--- src/rtl/mult_sequencer.sv ---
// Sequencer that loads signed 16-bit operand pairs from byte memory, multiplies them, and writes 32-bit products back big-endian.
// Define MULT_SEQ_FASTMUL_EN to replace the 16-cycle radix-2 Booth datapath with a single-cycle multiply. The results are the same in both builds.
module mult_sequencer #(
  parameter int NPAIRS    = 16,
  parameter int OP_BASE   = 0,
  parameter int PROD_BASE = 64,
  parameter int AW        = 8
) (
  input  logic          clk,
  input  logic          rst_n,
  input  logic          start,
  output logic          done,
  output logic          busy,
  output logic [AW-1:0] mem_addr,
  input  logic [7:0]    mem_rdata,
  output logic [7:0]    mem_wdata,
  output logic          mem_we
);

  localparam int KW = (NPAIRS > 1) ? $clog2(NPAIRS) : 1;

  typedef enum logic [2:0] {
    S_IDLE,
    S_LOAD,
    S_MUL,
    S_STORE,
    S_FIN
  } state_e;

  state_e        state_q, state_d;
  logic          armed_q, armed_d;
  logic [KW-1:0] k_q, k_d;
  logic [3:0]    cnt_q, cnt_d;
  logic [15:0]   a_q, a_d;
  logic [15:0]   b_q, b_d;
  logic [16:0]   hi_q, hi_d;
  logic [15:0]   lo_q, lo_d;
  logic          qm1_q, qm1_d;

  logic [31:0]   prod_w;
  logic [16:0]   bx_w;
  logic [16:0]   sum_w;

  assign prod_w = {hi_q[15:0], lo_q};
  assign bx_w   = {b_q[15], b_q};

`ifdef MULT_SEQ_FASTMUL_EN
  logic signed [31:0] fast_prod_w;
  assign fast_prod_w = $signed(a_q) * $signed(b_q);
`endif

  // NOTE: The state register uses non-blocking assignments. Combinational logic uses blocking
  // assignments. Datapath registers are reset as well so that outputs are defined after a mid-run reset.
  always_ff @(posedge clk or negedge rst_n) begin
    if (!rst_n) begin
      state_q <= S_IDLE;
      armed_q <= 1'b0;
      k_q     <= '0;
      cnt_q   <= '0;
      a_q     <= '0;
      b_q     <= '0;
      hi_q    <= '0;
      lo_q    <= '0;
      qm1_q   <= 1'b0;
    end else begin
      state_q <= state_d;
      armed_q <= armed_d;
      k_q     <= k_d;
      cnt_q   <= cnt_d;
      a_q     <= a_d;
      b_q     <= b_d;
      hi_q    <= hi_d;
      lo_q    <= lo_d;
      qm1_q   <= qm1_d;
    end
  end

  // NOTE: Every signal gets a default value first, so no path through the case statement can infer a latch.
  always_comb begin
    state_d   = state_q;
    armed_d   = armed_q | start;
    k_d       = k_q;
    cnt_d     = cnt_q;
    a_d       = a_q;
    b_d       = b_q;
    hi_d      = hi_q;
    lo_d      = lo_q;
    qm1_d     = qm1_q;
    sum_w     = hi_q;
    done      = 1'b0;
    busy      = 1'b0;
    mem_we    = 1'b0;
    mem_addr  = '0;
    mem_wdata = '0;

    case (state_q)
      S_IDLE: begin
        if (!start && armed_q) begin
          state_d = S_LOAD;
          armed_d = 1'b0;
          k_d     = '0;
          cnt_d   = '0;
        end
      end

      S_LOAD: begin
        busy     = 1'b1;
        mem_addr = AW'(OP_BASE + 4 * int'(k_q) + int'(cnt_q[1:0]));
        if (start) begin
          state_d = S_IDLE;
        end else begin
          case (cnt_q[1:0])
            2'd0: a_d[15:8] = mem_rdata;
            2'd1: a_d[7:0]  = mem_rdata;
            2'd2: b_d[15:8] = mem_rdata;
            2'd3: b_d[7:0]  = mem_rdata;
          endcase
          if (cnt_q[1:0] == 2'd3) begin
            // A is complete by now, so seed the Booth accumulator with it as the multiplier.
            state_d = S_MUL;
            cnt_d   = '0;
            hi_d    = '0;
            lo_d    = a_q;
            qm1_d   = 1'b0;
          end else begin
            cnt_d = cnt_q + 4'd1;
          end
        end
      end

      S_MUL: begin
        busy = 1'b1;
        if (start) begin
          state_d = S_IDLE;
        end else begin
`ifdef MULT_SEQ_FASTMUL_EN
          hi_d    = {fast_prod_w[31], fast_prod_w[31:16]};
          lo_d    = fast_prod_w[15:0];
          state_d = S_STORE;
          cnt_d   = '0;
`else
          case ({lo_q[0], qm1_q})
            2'b01:   sum_w = hi_q + bx_w;
            2'b10:   sum_w = hi_q - bx_w;
            default: sum_w = hi_q;
          endcase
          hi_d  = {sum_w[16], sum_w[16:1]};
          lo_d  = {sum_w[0], lo_q[15:1]};
          qm1_d = lo_q[0];
          cnt_d = cnt_q + 4'd1;
          if (cnt_q == 4'd15) begin
            state_d = S_STORE;
            cnt_d   = '0;
          end
`endif
        end
      end

      S_STORE: begin
        busy     = 1'b1;
        mem_we   = 1'b1;
        mem_addr = AW'(PROD_BASE + 4 * int'(k_q) + int'(cnt_q[1:0]));
        case (cnt_q[1:0])
          2'd0: mem_wdata = prod_w[31:24];
          2'd1: mem_wdata = prod_w[23:16];
          2'd2: mem_wdata = prod_w[15:8];
          2'd3: mem_wdata = prod_w[7:0];
        endcase
        if (start) begin
          state_d = S_IDLE;
        end else if (cnt_q[1:0] == 2'd3) begin
          cnt_d = '0;
          if (k_q == KW'(NPAIRS - 1)) begin
            state_d = S_FIN;
          end else begin
            state_d = S_LOAD;
            armed_d = 1'b0;
            k_d     = k_q + 1'b1;
          end
        end else begin
          cnt_d = cnt_q + 4'd1;
        end
      end

      S_FIN: begin
        done = 1'b1;
        if (start) state_d = S_IDLE;
      end

      default: state_d = S_IDLE;
    endcase
  end

endmodule

--- config.mk ---
export PLATFORM = sky130hd
export DESIGN_NAME = mult_sequencer
export DESIGN_NICKNAME = d
export VERILOG_FILES = /design/src/rtl/mult_sequencer.sv
export SDC_FILE = /design/constraint.sdc
export NUM_CORES = 1
export LEC_CHECK = 0
export BUFFER_PORTS_ARGS = -buffer_cell sky130_fd_sc_hd__buf_2
export CORE_ASPECT_RATIO = 2
export CORE_MARGIN = 5
export CORE_UTILIZATION = 40
export CTS_CLUSTER_SIZE = 25
export DETAILED_ROUTE_END_ITERATION = 10
export GPL_ROUTABILITY_DRIVEN = 0
export MAX_ROUTING_LAYER = met4
export SLEW_MARGIN = 5
export SYNTH_ARGS = -nofsm -noshare
export SYNTH_HDL_FRONTEND = slang
export SYNTH_SLANG_ARGS = --single-unit
--- constraint.sdc ---
create_clock -name clk -period 3.71 [get_ports clk]
set_input_delay 0.742 -clock clk [delete_from_list [all_inputs] [get_ports clk]]
set_output_delay 0.742 -clock clk [all_outputs]
set_load 0.01 [all_outputs]
# Yosys cells after proc, flatten, opt, wreduce, memory -nomap -nowiden
# Index checks and enable logic that the tools add are counted.
[word_totals]
inputBits = 11
reg_bits = 78
elab_cells = 104
[classes]
n_reduce_logical = 17
eq_ne = 23
bitwise = 2
n_addsub = 7
mux = 44
[op_table]
columns = ["op", "n"]
rows = [
  ["17-bit case mux with 2 select lines", 2],
  ["17-bit two-way mux", 3],
  ["16-bit two-way mux", 3],
  ["4-bit two-way mux", 8],
  ["16-bit case mux with 2 select lines", 1],
  ["8-bit case mux with 4 select lines", 1],
  ["3-bit two-way mux", 9],
  ["2-bit != test (second input constant)", 9],
  ["17-bit adder", 1],
  ["17-bit subtractor", 1],
  ["8-bit case mux with 2 select lines", 1],
  ["3-bit case mux with 5 select lines", 1],
  ["4-bit case mux with 3 select lines", 1],
  ["3-bit AND reduction", 4],
  ["1-bit two-way mux", 10],
  ["5-bit AND reduction", 2],
  ["3-bit != test (second input constant)", 3],
  ["4-bit by 1-bit adder with 4-bit output (second input constant)", 2],
  ["7-bit by 6-bit adder with 8-bit output (first input constant)", 1],
  ["8-bit by 2-bit adder with 8-bit output", 1],
  ["4-bit == test (second input constant)", 2],
  ["8-bit two-way mux", 1],
  ["4-bit case mux with 2 select lines", 1],
  ["4-bit AND reduction", 2],
  ["other kinds (17)", 23],
]

# Longest topological paths before layout
# Gate-level depths: netlist (run 1).
[logic_depth]
depth_word = 5
depth_mapped = 15
mapped_depth_nobuf = 13

# Least setup slack after synthesis (run 1)
# OpenSTA, ideal clock, no wires.
[synth_path]
path_type = "reg2reg"
start = "register qm1_q"
end = "register hi_q[10]"
stages_incl_launch_ff = 15
period_less_slack_ns = 2.968
required_time_ns = 3.590
arrival_ns = 2.848
slack_ns = 0.742
setup_ns = 0.120
cell_sequence = "dfrtp_1 inv_1 ha_1 clkbuf_1 buf_1 nor2_1 xnor2_1 ha_1 a21o_1 a21oi_1 a21boi_1 o2111ai_1 nand2_1 or3_1 a31o_1"
[synth_between]
elab_chain_len = 4
elab_cells_between_ends = 5
classes_between = "2 x eq/ne; 3 x mux"
[synth_lines]
columns = ["element", "line_no", "text"]
rows = [
  ["from (decl)", "38", "logic qm1_q, qm1_d;"],
  ["from (signal assigned)", "74", "qm1_q <= qm1_d;"],
  ["2-bit == test / 2-bit by 1-bit == test with 1-bit output (equally long branches)", "142", "case ({lo_q[0], qm1_q})"],
  ["17-bit case mux with 2 select lines (*)", "142", ""],
  ["17-bit two-way mux (*)", "133", "if (start) begin"],
  ["17-bit case mux with 2 select lines (*)", "96", "case (state_q)"],
  ["to (signal assigned)", "72", "hi_q <= hi_d;"],
  ["to (decl)", "36", "logic [16:0] hi_q, hi_d;"],
]
# Every way passes the cells marked *; elsewhere a longest branch is shown, timed or not. The select of a mux whose other input is x is not followed.
# A chain may end at the register's enable or synchronous reset.

# Worst setup path in the final report (run 1)
# Same ends and word-level chain as after synthesis.

==> metrics.md, run 1 <==
| Metric | Value |
|---|---|
| Run status | finished clean |
| Max-slew violation count | 0 |
| Slowest stage delay, CP | 530 ps |
| Fmax | 300.9 MHz |
| Register area share after synthesis | 39.64% |
| Ant diodes | 0 |
| Total core area | 12050 um^2 |
| Post-synthesis xor/xnor area fraction | 4.685% |
| H-tree depth | 3 |
| Crit end category | register |
| CTS tree | yes |
| Ys flop type | dfrtp_1 |
| Initial core utilization | 40.33% |
| Fillers | 1201 |
| Unique masters post-synth | 63 |
| Max clock buf depth | 2 |
| Power per cell area | 1001 nW/um^2 |
| RSZ-0062 raised after global routing | false |
| Post-synthesis mux area share | 10.94% |
| Clk_skew | 11.52 ps |
| Register bit total from synthesis | 77 |
| Post-DR vias/cell | 5.797 |
| Setup ws final | 386.2 ps |
| Total grt overflow | 0 |
| Largest net degree at the start of global routing | 78 |
| CP Max Fanout | 17 |
| Buffers & Inverters on Critical Path | 2 |
| CTS root buffer | clkbuf_16 |
| Final HPWL DP | 9.929 mm |
| Design Power | 5399 uW |
| Hold crit path type | register to register |
| Synth Area in Simple Gates | 14.75% |
| Async S/R FF share, synth | 100.0% |
| Hold-fix buffers at CTS | 0 |
| CP startpoint kind | register |
| Synth warn | 0 |
| Io pins | 30 |
| Global-route wire length before repair | 21.04 mm |
| Vias in the first global route | 4058 |
| TritonCTS Buffers | 9 |
| TritonRoute pass-1 iters | 6 |
| Fin nets | 573 |
| Iteration-0 DRC Markers | 256 |
| Tot GR Track Use | 19.33% |
| Std cell rows | 57 |
| P&R area growth vs syn | 10.94% |
| Util after Layout | 44.74% |
| Compound-Gate Fraction of Synth Area | 19.05% |
| Min Tclk post-route | 3324 ps |
| Post-Syn Instances | 521 |
| Die span in y | 165.9 um |
| I/O Buffers | 28 |
| Skew-Pair Late Insertion Delay | 350 ps |
| Final Hold Viols | 0 |
| Routed WL | 13.01 mm |
| Sequential Area | 1927 um^2 |
| Mean Syn Cell Area | 9.330 um^2 |
| Die ar. | 14590 um^2 |
| Post-CTS sizing | 0 |
| DRC violations left | 0 |
| Critical Path RT | 3950 ps |
| Remaining antenna violation count | 0 |
| Post-Syn Area | 4861 um^2 |
| Final setup fails | 0 |
| Post-Syn Nets | 558 |
| Slowest-stage cell, CP | ha_1 |
| Max-cap violations | 0 |
| Setup TNS | 0 ps |
| Initial antenna violation count | 0 |
| Adder-cell share of the synthesized area | 6.847% |
| Die X | 87.95 um |
| Share of cells above drive strength 1 | 17.19% |
| Worst rel slew slack | 32.76% |
| Pre-CTS setup slack | 425.7 ps |
| Final Hold Slack | 502.1 ps |
| Worst-Margin Slew | 1009 ps |
| Crit share post-route | 89.59% |
| CTS sink count | 77 |
| Cell family with most CP delay | compound AO/OA/AOI/OAI gates |
| Total leakage power | 0.002331 uW |
| Max VDD drop | 0.3744 mV |
| Crit Path Class | register to register |
| Crit-path cells | inv_1, ha_1, mux2_2, inv_1, ha_1, nor2b_1, o2111ai_1, a21boi_1, o2111ai_1, nand2_1, or3_1, a31o_1 |
| Multi-input logic area | 2741 um^2 |
| # Post-CTS Setup Buffers | 0 |
| Via count | 3988 |
| CTS clk-pin slew, worst paths | 60 ps |
| Post-synth EDFFs | 0 |
| CP Data Arrival Time | 3560 ps |
| Avg WL per Cell | 18.92 um |
| Largest family of logic cells by synthesized area | compound AO/OA/AOI/OAI gates |
==> path summary, 6_finish.rpt <==
path                         start        to  slack [ps]  cells past startpoint
setup / recovery             qm1_q  hi_q[10]         390                     12
hold / removal             a_q[15]   a_q[15]         500                      1
setup reg to reg             qm1_q  hi_q[10]         390                     12
hold reg to reg            a_q[15]   a_q[15]         500                      1
max in group asynchronous    rst_n    b_q[2]        2490                      1
min in group asynchronous    rst_n   a_q[11]         540                      1
==> cells in the mapped netlist, drive strengths merged (5+ instances only) <==
cell type  number  area share (%)
dfrtp          77              40
o21ai          53             5.5
nand2          50             3.9
nor2           45             3.5
a21oi          38             4.1
mux2           33             7.6
ha             25             6.4
clkbuf         21             1.6
xnor2          19             3.4
inv            18             1.4
mux2i          16             3.3
nand3          10             1.0
nor3           10             1.0
a222oi          8             1.6
and2            8             1.0
buf             8             1.0
nand2b          8             1.0
xor2            7             1.3
a22o            5            0.90
a32oi           5            0.90
nor2b           5            0.64
==> worst register-to-register path, delay by kind of cell (launching register included) <==
family / cells / cell delay [ps]
DFF: 1 / 380
buffers and inverters: 2 / 130
and+or+nand+nor: 3 / 520
AOI/OAI and AO/OA: 4 / 1020
adders and majority gates: 2 / 740
muxes: 1 / 430
==> routing by layer <==
metal / vias to the layer above / track usage (%) / wire length (um)
met5: - / - / 0
met4: 0 / 10.35 / 536
met3: 35 / 2.781 / 419
met2: 107 / 33.64 / 7248
met1: 1949 / 20.34 / 4810
li1: 1897 / - / -
==> state kept, by name, summed over array words and instances (netlist names) <==
register and cells:
state_q 3, qm1_q 1, lo_q 16, armed_q 1, k_q 4, cnt_q 4, hi_q 16, b_q 16
a_q 16
==> power by group <==
part / leakage, uW / total [uW] / internal, uW / switching [uW]
clock network: 0.000140 / 865 / 468 / 397
logic: 0.00120 / 2980 / 1300 / 1680
registers: 0.000992 / 1550 / 1170 / 386
==> kinds of logic (layout without fill, tap and decap cells) <==
| family | count (synthesis) | in the layout |
|---|---|---|
| AND/OR/NAND/NOR | 151 | 151 |
| AO/OA/AOI/OAI | 144 | 144 |
| flip-flops | 77 | 77 |
| multiplexers | 49 | 49 |
| buffers and inverters | 47 | 67 |
| adder cells (fa/ha/maj) | 26 | 26 |
| XOR/XNOR | 26 | 26 |
| other | 1 | 1 |
==> placed cells by master, fill, tap and decap left out, types with 6 or more instances in the layout <==
cell type / Yosys / routed
dfrtp_1: 77 / 77
o21ai_0: 52 / 52
nand2_1: 50 / 50
nor2_1: 45 / 44
a21oi_1: 35 / 35
mux2_2: 32 / 32
buf_2: 3 / 27
ha_1: 25 / 25
xnor2_1: 19 / 19
inv_1: 18 / 18
mux2i_1: 16 / 16
nand3_1: 10 / 10
nor3_1: 10 / 10
clkbuf_16: 0 / 9
a222oi_1: 8 / 8
nand2b_1: 8 / 8
and2_1: 7 / 7
xor2_1: 7 / 7
buf_4: 2 / 6
==> layout make-up <==
cell class	instances	share of cell area, %
clock buffers	9	4.176
multi-input cells	397	50.84
inverters	18	1.253
well taps	147	3.411
clock inverters	7	1.253
repair buffers	33	3.341
flip-flops and latches	77	35.73
==> stage by stage <==
step	std cells	cell area (um^2)
after global routing	688	5393
after floorplan	521	4861
after global placement	672	5100
final	688	5393
after CTS	688	5393
after detailed placement	672	5100
Power figures use the tool's default switching activity.
==> run 2, diff against run 1 <==
--- a/config.mk
+++ b/config.mk
@@ -13,6 +13,8 @@
 export DETAILED_ROUTE_END_ITERATION = 10
 export GPL_ROUTABILITY_DRIVEN = 0
 export MAX_ROUTING_LAYER = met4
+export PLACE_DENSITY = 0.6
+export SETUP_SLACK_MARGIN = 0.2
 export SLEW_MARGIN = 5
 export SYNTH_ARGS = -nofsm -noshare
 export SYNTH_HDL_FRONTEND = slang
==> run 2 against run 1 <==
- via count about the same
- sequential share of layout area about the same
- global-route usage unchanged
- combinational power about the same
- first-iteration DRC count decreased by 2.0%
- core utilization about the same
- clock power about the same
- wire length about the same
- critical path depth unchanged
- die area unchanged
- worst setup slack improved by 160 ps
- highest routed layer unchanged
==> metrics.md, run 2 (synthesis gave the netlist of run 1 again) <==
| Metric | Value |
|---|---|
| P&R area growth vs syn | 10.99% |
| Remaining antenna violation count | 0 |
| Final Cell Area | 5395 um^2 |
| CP startpoint kind | register |
| Std cell rows | 57 |
| H-tree depth | 3 |
| Largest net degree at the start of global routing | 78 |
| Total core area | 12050 um^2 |
| Met2 usage | 33.64% |
| # Post-CTS Setup Buffers | 0 |
| Die ar. | 14590 um^2 |
| CP Capture Point | hi_q[10] |
| TritonCTS Buffers | 9 |
| Routed WL | 13.02 mm |
| I/O Buffers | 28 |
| Final setup fails | 0 |
| CTS tree | yes |
| Post-DR vias/cell | 5.799 |
| Max-slew violation count | 0 |
| FF-to-FF Start | qm1_q |
| Via count | 3990 |
| Share of cells above drive strength 1 | 17.38% |
| Grt met3 use | 2.781% |
| Total leakage power | 0.002330 uW |
| Most common cell after layout, fill and taps aside | dfrtp_1 |
| Total grt overflow | 0 |
| Worst-Margin Slew | 1002 ps |
| Worst reg2reg setup slack | 540 ps |
| Global-route wire length before repair | 21.04 mm |
| CP Data Arrival Time | 3400 ps |
| Fillers | 1200 |
| Placed inst area | 5100 um^2 |
| Most frequent cells in the layout | dfrtp_1, o21ai_0, nand2_1 |
| Crit share post-route | 85.31% |
| Grt met1 use | 20.34% |
| Dpl cells | 672 |
| Avg WL per Cell | 18.92 um |
| DRC violations left | 0 |
| Max clock buf depth | 2 |
| Final Hold Viols | 0 |
| Design Power | 5402 uW |
| Die X | 87.95 um |
| Clk_skew | 11.76 ps |
| Final HPWL DP | 9.929 mm |
| Setup TNS | 0 ps |
| Iteration-0 DRC Markers | 251 |
| Min Tclk post-route | 3165 ps |
| Fmax | 315.9 MHz |
| Fin nets | 573 |
| Die span in y | 165.9 um |
| Skew-Pair Late Insertion Delay | 350 ps |
| TritonRoute pass-1 iters | 5 |
| Power per cell area | 1001 nW/um^2 |
| Hold crit path type | register to register |
| Vias in the first global route | 4058 |
| Reg2reg path depth | 12 |
| Most Crowded Layer GR | met2 |
| Io pins | 30 |
| Critical Path RT | 3950 ps |
| Run status | finished clean |
| CTS clk-pin slew, worst paths | 60 ps |
| CTS sink count | 77 |
| CTS root buffer | clkbuf_16 |
| Crit Path Class | register to register |
| Worst rel slew slack | 33.23% |
| Fin cells | 688 |
| CP Max Fanout | 17 |
| CP startpoint | qm1_q |
| Initial antenna violation count | 0 |
| Max VDD drop | 0.3732 mV |
| Critical R2R Capture | hi_q[10] |
| Crit end category | register |
| Tot GR Track Use | 19.33% |
| Ant diodes | 0 |
| Initial core utilization | 40.33% |
| Max-cap violations | 0 |
| RSZ-0062 raised after global routing | false |
[run 2: cell counts in the layout (fill, tap and decap cells not counted)]
Identical to the previous run, type by type.
[run 2: timing repair]
action,CTS,global route
setup endpoints to repair,0,1
resized for setup,0,1
hold buffers,0,0
[run 2: where the power goes]
| group | internal [uW] | switching [uW] |
|---|---|---|
| Combinational | 1300 | 1680 |
| Sequential | 1170 | 387 |
| Clock | 468 | 394 |
| Total | 2940 | 2460 |
[run 2: per-stage QoR]
| stage | setup WS [ps] | hold slack [ps] | util, % |
|---|---|---|---|
| after floorplan | 742.2 | 446.4 | - |
| after global placement | 447.8 | 480.7 | 42.31 |
| after detailed placement | 425.7 | 490.5 | 42.31 |
| after CTS | 391.3 | 503.6 | 44.74 |
| after global routing | 340.7 | 528.4 | 44.76 |
| final | 544.9 | 502.1 | 44.76 |
[run 2: area by class of cell]
type	count	area, um^2	area share, %
Inverter	18	67.56	1.252
Timing Repair Buffer	33	180.2	3.340
Clock buffer	9	225.2	4.174
Tap cell	147	183.9	3.409
Sequential cell	77	1927	35.71
Clock inverter	7	67.56	1.252
Multi-Input combinational cell	397	2744	50.86
[run 2: metal layers]
metal	wire, um	share of wire, %	up-vias
met5	0	0	-
met4	501	3.8	0
met3	441	3.4	30
met2	7286	56	106
met1	4786	37	1954
li1	-	-	1900
[run 2: how the worst min path moves through the flow]
stage / from / to / cells after the start
2_1_floorplan: rst_n / a_q[0] / 0
5_1_grt: a_q[14] / a_q[14] / 1
6_report: a_q[15] / a_q[15] / 1
3_3_place_gp: k_q[3] / k_q[3] / 1
3_5_place_dp: a_q[15] / a_q[15] / 1
4_1_cts: a_q[15] / a_q[15] / 1
[run 2: worst max-delay path, stage by stage, from the launching register on]
cell       delay (ps)
dfrtp_1           370
inv_1              60
ha_2              370
mux2_2            400
inv_1              70
ha_1              220
nor2b_1           150
o2111ai_1         360
a21boi_1          220
o2111ai_1         220
nand2_1            60
or3_1             320
a31o_1            220
==> run 3, diff against run 2 <==
--- a/config.mk
+++ b/config.mk
@@ -5,6 +5,7 @@
 export SDC_FILE = /design/constraint.sdc
 export NUM_CORES = 1
 export LEC_CHECK = 0
+export ABC_AREA = 1
 export BUFFER_PORTS_ARGS = -buffer_cell sky130_fd_sc_hd__buf_2
 export CORE_ASPECT_RATIO = 2
 export CORE_MARGIN = 5
@@ -13,7 +14,7 @@
 export DETAILED_ROUTE_END_ITERATION = 10
 export GPL_ROUTABILITY_DRIVEN = 0
 export MAX_ROUTING_LAYER = met4
-export PLACE_DENSITY = 0.6
+export PLACE_DENSITY = 0.62
 export SETUP_SLACK_MARGIN = 0.2
 export SLEW_MARGIN = 5
 export SYNTH_ARGS = -nofsm -noshare
==> constraint.sdc (replaced) <==
create_clock -name clk -period 2.9 [get_ports clk]
set_input_delay 0.58 -clock clk [delete_from_list [all_inputs] [get_ports clk]]
set_output_delay 0.58 -clock clk [all_outputs]
set_load 0.01 [all_outputs]
==> run 3 against run 2 <==
- flip-flop and latch count unchanged
- die area increased by 4.9%
- synthesized cell count is 36% higher
- first-iteration DRC count increased by 3.2%
- hold slack worse by 250 ps
- largest cell class unchanged
==> metrics.md, run 3 <==
| Metric | Value |
|---|---|
| Sequential Area | 1927 um^2 |
| CTS clk-pin slew, worst paths | 80 ps |
| Worst-Margin Slew | 676.6 ps |
| Iteration-0 DRC Markers | 259 |
| Die X | 90 um |
| Post-synth EDFFs | 0 |
| Clk_skew | 12.89 ps |
| Setup ws final | 249.2 ps |
| Fillers | 1264 |
| Slowest-stage cell, CP | dfrtp_1 |
| Post-Syn Nets | 745 |
| Ant diodes | 0 |
| Max-slew violation count | 0 |
| Pre-CTS setup slack | 94.98 ps |
| Tot GR Track Use | 19.85% |
| Setup TNS | 0 ps |
| Dpl cells | 870 |
| Post-Syn Area | 5120 um^2 |
| Avg WL per Cell | 16.79 um |
| Final Hold Slack | 248.9 ps |
| Via count | 4766 |
| Worst rel slew slack | 54.89% |
| Unique masters post-synth | 36 |
| Die span in y | 170 um |
| Ys flop type | dfrtp_1 |
| CP Max Fanout | 9 |
| Mean Syn Cell Area | 7.232 um^2 |
| Most frequent CP cell | inv_1 |
| CP Data Arrival Time | 2070 ps |
| TritonRoute pass-1 iters | 4 |
| Most common cell after layout, fill and taps aside | nand2_1 |
| Max-cap violations | 0 |
| Std cell rows | 58 |
| Hold crit path type | primary input to async pin |
| Global-route wire length before repair | 23.34 mm |
| Total grt overflow | 0 |
| Crit-path cells | inv_1, ha_4, inv_1, o21ai_0, a221oi_1, a211oi_1, buf_2 |
| TritonCTS Buffers | 9 |
| DRC violations left | 0 |
| H-tree depth | 3 |
| CTS root buffer | clkbuf_16 |
| Fin nets | 774 |
| Register bit total from synthesis | 77 |
| Synth cell count leaders | nand2_1, inv_1, o21ai_0 |
| Run status | finished clean |
| CTS tree | yes |
| Largest cells by area after synthesis | dfrtp_1, nand2_1, inv_1 |
| Share of cells above drive strength 1 | 15.63% |
| P&R area growth vs syn | 15.86% |
| Most frequent cells in the layout | nand2_1, inv_1, dfrtp_1 |
| Crit end category | output pin |
| Total core area | 12550 um^2 |
| Most common cell in the netlist | nand2_1 |
| Largest area contributor in the netlist | dfrtp_1 |
| Skew-Pair Late Insertion Delay | 350 ps |
| CTS sink count | 77 |
| Fin cells | 892 |
| Io pins | 30 |
| Post-DR vias/cell | 5.343 |
| Vias in the first global route | 4655 |
| Hold-fix buffers at CTS | 0 |
| Crit share post-route | 91.41% |
| Synth top area share | 37.63% |
| CP startpoint kind | register |
| Fmax | 377.2 MHz |
| Initial antenna violation count | 0 |
| Final setup fails | 0 |
| Post-Syn Instances | 708 |
| I/O Buffers | 28 |
| Synth warn | 0 |
| Routed WL | 14.97 mm |
| RSZ-0062 raised after global routing | true |
| Register area share after synthesis | 37.63% |
| Initial core utilization | 40.78% |
| Min Tclk post-route | 2651 ps |
| Final HPWL DP | 11.33 mm |
| Largest net degree at the start of global routing | 46 |
| Die ar. | 15300 um^2 |
| Remaining antenna violation count | 0 |
| Async S/R FF share, synth | 100.0% |
| Crit Path Class | register to output pin |
| Multi-input logic area | 2815 um^2 |
| Critical Path RT | 2320 ps |
| Max clock buf depth | 2 |
| Slowest stage delay, CP | 420 ps |
| Final Hold Viols | 0 |
[run 3: changes by cell type after synthesis, moves of 11 or more]
| cell | previous run | this run |
|---|---|---|
| clkbuf_1 | 21 | 10 |
| inv_1 | 18 | 110 |
| mux2_2 | 32 | 0 |
| mux2i_1 | 16 | 0 |
| nand2_1 | 50 | 191 |
| nand3_1 | 10 | 36 |
| o211ai_1 | 2 | 18 |
| o21ai_0 | 52 | 81 |
| xnor2_1 | 19 | 0 |
| xor2_1 | 7 | 19 |
[run 3: repair_timing]
item                       4_1_cts  5_1_grt
setup endpoints to repair        6       14
buffers inserted                 0        6
pin swaps                        0        9
resized for setup                3       43
[run 3: area by class of cell]
type | instances | share of cell area (%)
Multi-Input combinational cell | 490 | 47.46
Sequential cell | 77 | 32.48
Inverter | 120 | 7.678
Timing Repair Buffer | 39 | 4.008
Clock buffer | 9 | 3.797
Tap cell | 150 | 3.164
Clock inverter | 7 | 1.413
[run 3: worst max-delay path, delay by kind of cell (launching register included)]
family | cells | cell delay (ps)
AO/OA/AOI/OAI | 3 | 490
adder cells (fa/ha/maj) | 1 | 240
flip-flops | 1 | 420
buffers and inverters | 3 | 570
[run 3: final timing paths]
kind	start	to	slack [ps]	depth (start not counted)
max in group asynchronous	rst_n	hi_q[7]	2000	2
min reg2reg	a_q[15]	a_q[15]	490	2
max reg2reg	b_q[2]	hi_q[13]	260	18
min	rst_n	k_q[0]	250	1
max	cnt_q[0]	mem_wdata[7]	250	7
min in group clk	a_q[15]	a_q[15]	490	2
[run 3: stage by stage]
| step | instance area, um^2 | util [%] |
|---|---|---|
| after detailed placement | 5398 | 42.99 |
| after CTS | 5715 | 45.53 |
| after global placement | 5398 | 42.99 |
| final | 5932 | 47.25 |
| after floorplan | 5120 | - |
| after global routing | 5932 | 47.25 |
[run 3: logic make-up (layout without fill, tap and decap cells)]
logic type	after synthesis	in the layout	synth area share (%)
other	1	1	0.07324
adder cells (fa/ha/maj)	26	26	6.501
flip-flops	77	77	37.63
AND/OR/NAND/NOR	289	289	24.10
buffers and inverters	141	175	10.90
XOR/XNOR	19	19	3.250
AO/OA/AOI/OAI	155	155	17.55
[run 3: routing by layer]
metal	vias to the layer above	part of all wire [%]	GRT usage, %
met5	-	0	-
met4	0	5.7	13.29
met3	49	2.9	2.831
met2	122	56	36.89
met1	2257	36	18.49
li1	2338	-	-
Power of run 3 is left out: the tool's default activity adds up to more than one toggle a clock period on the data nets, which glitch-free logic cannot reach.
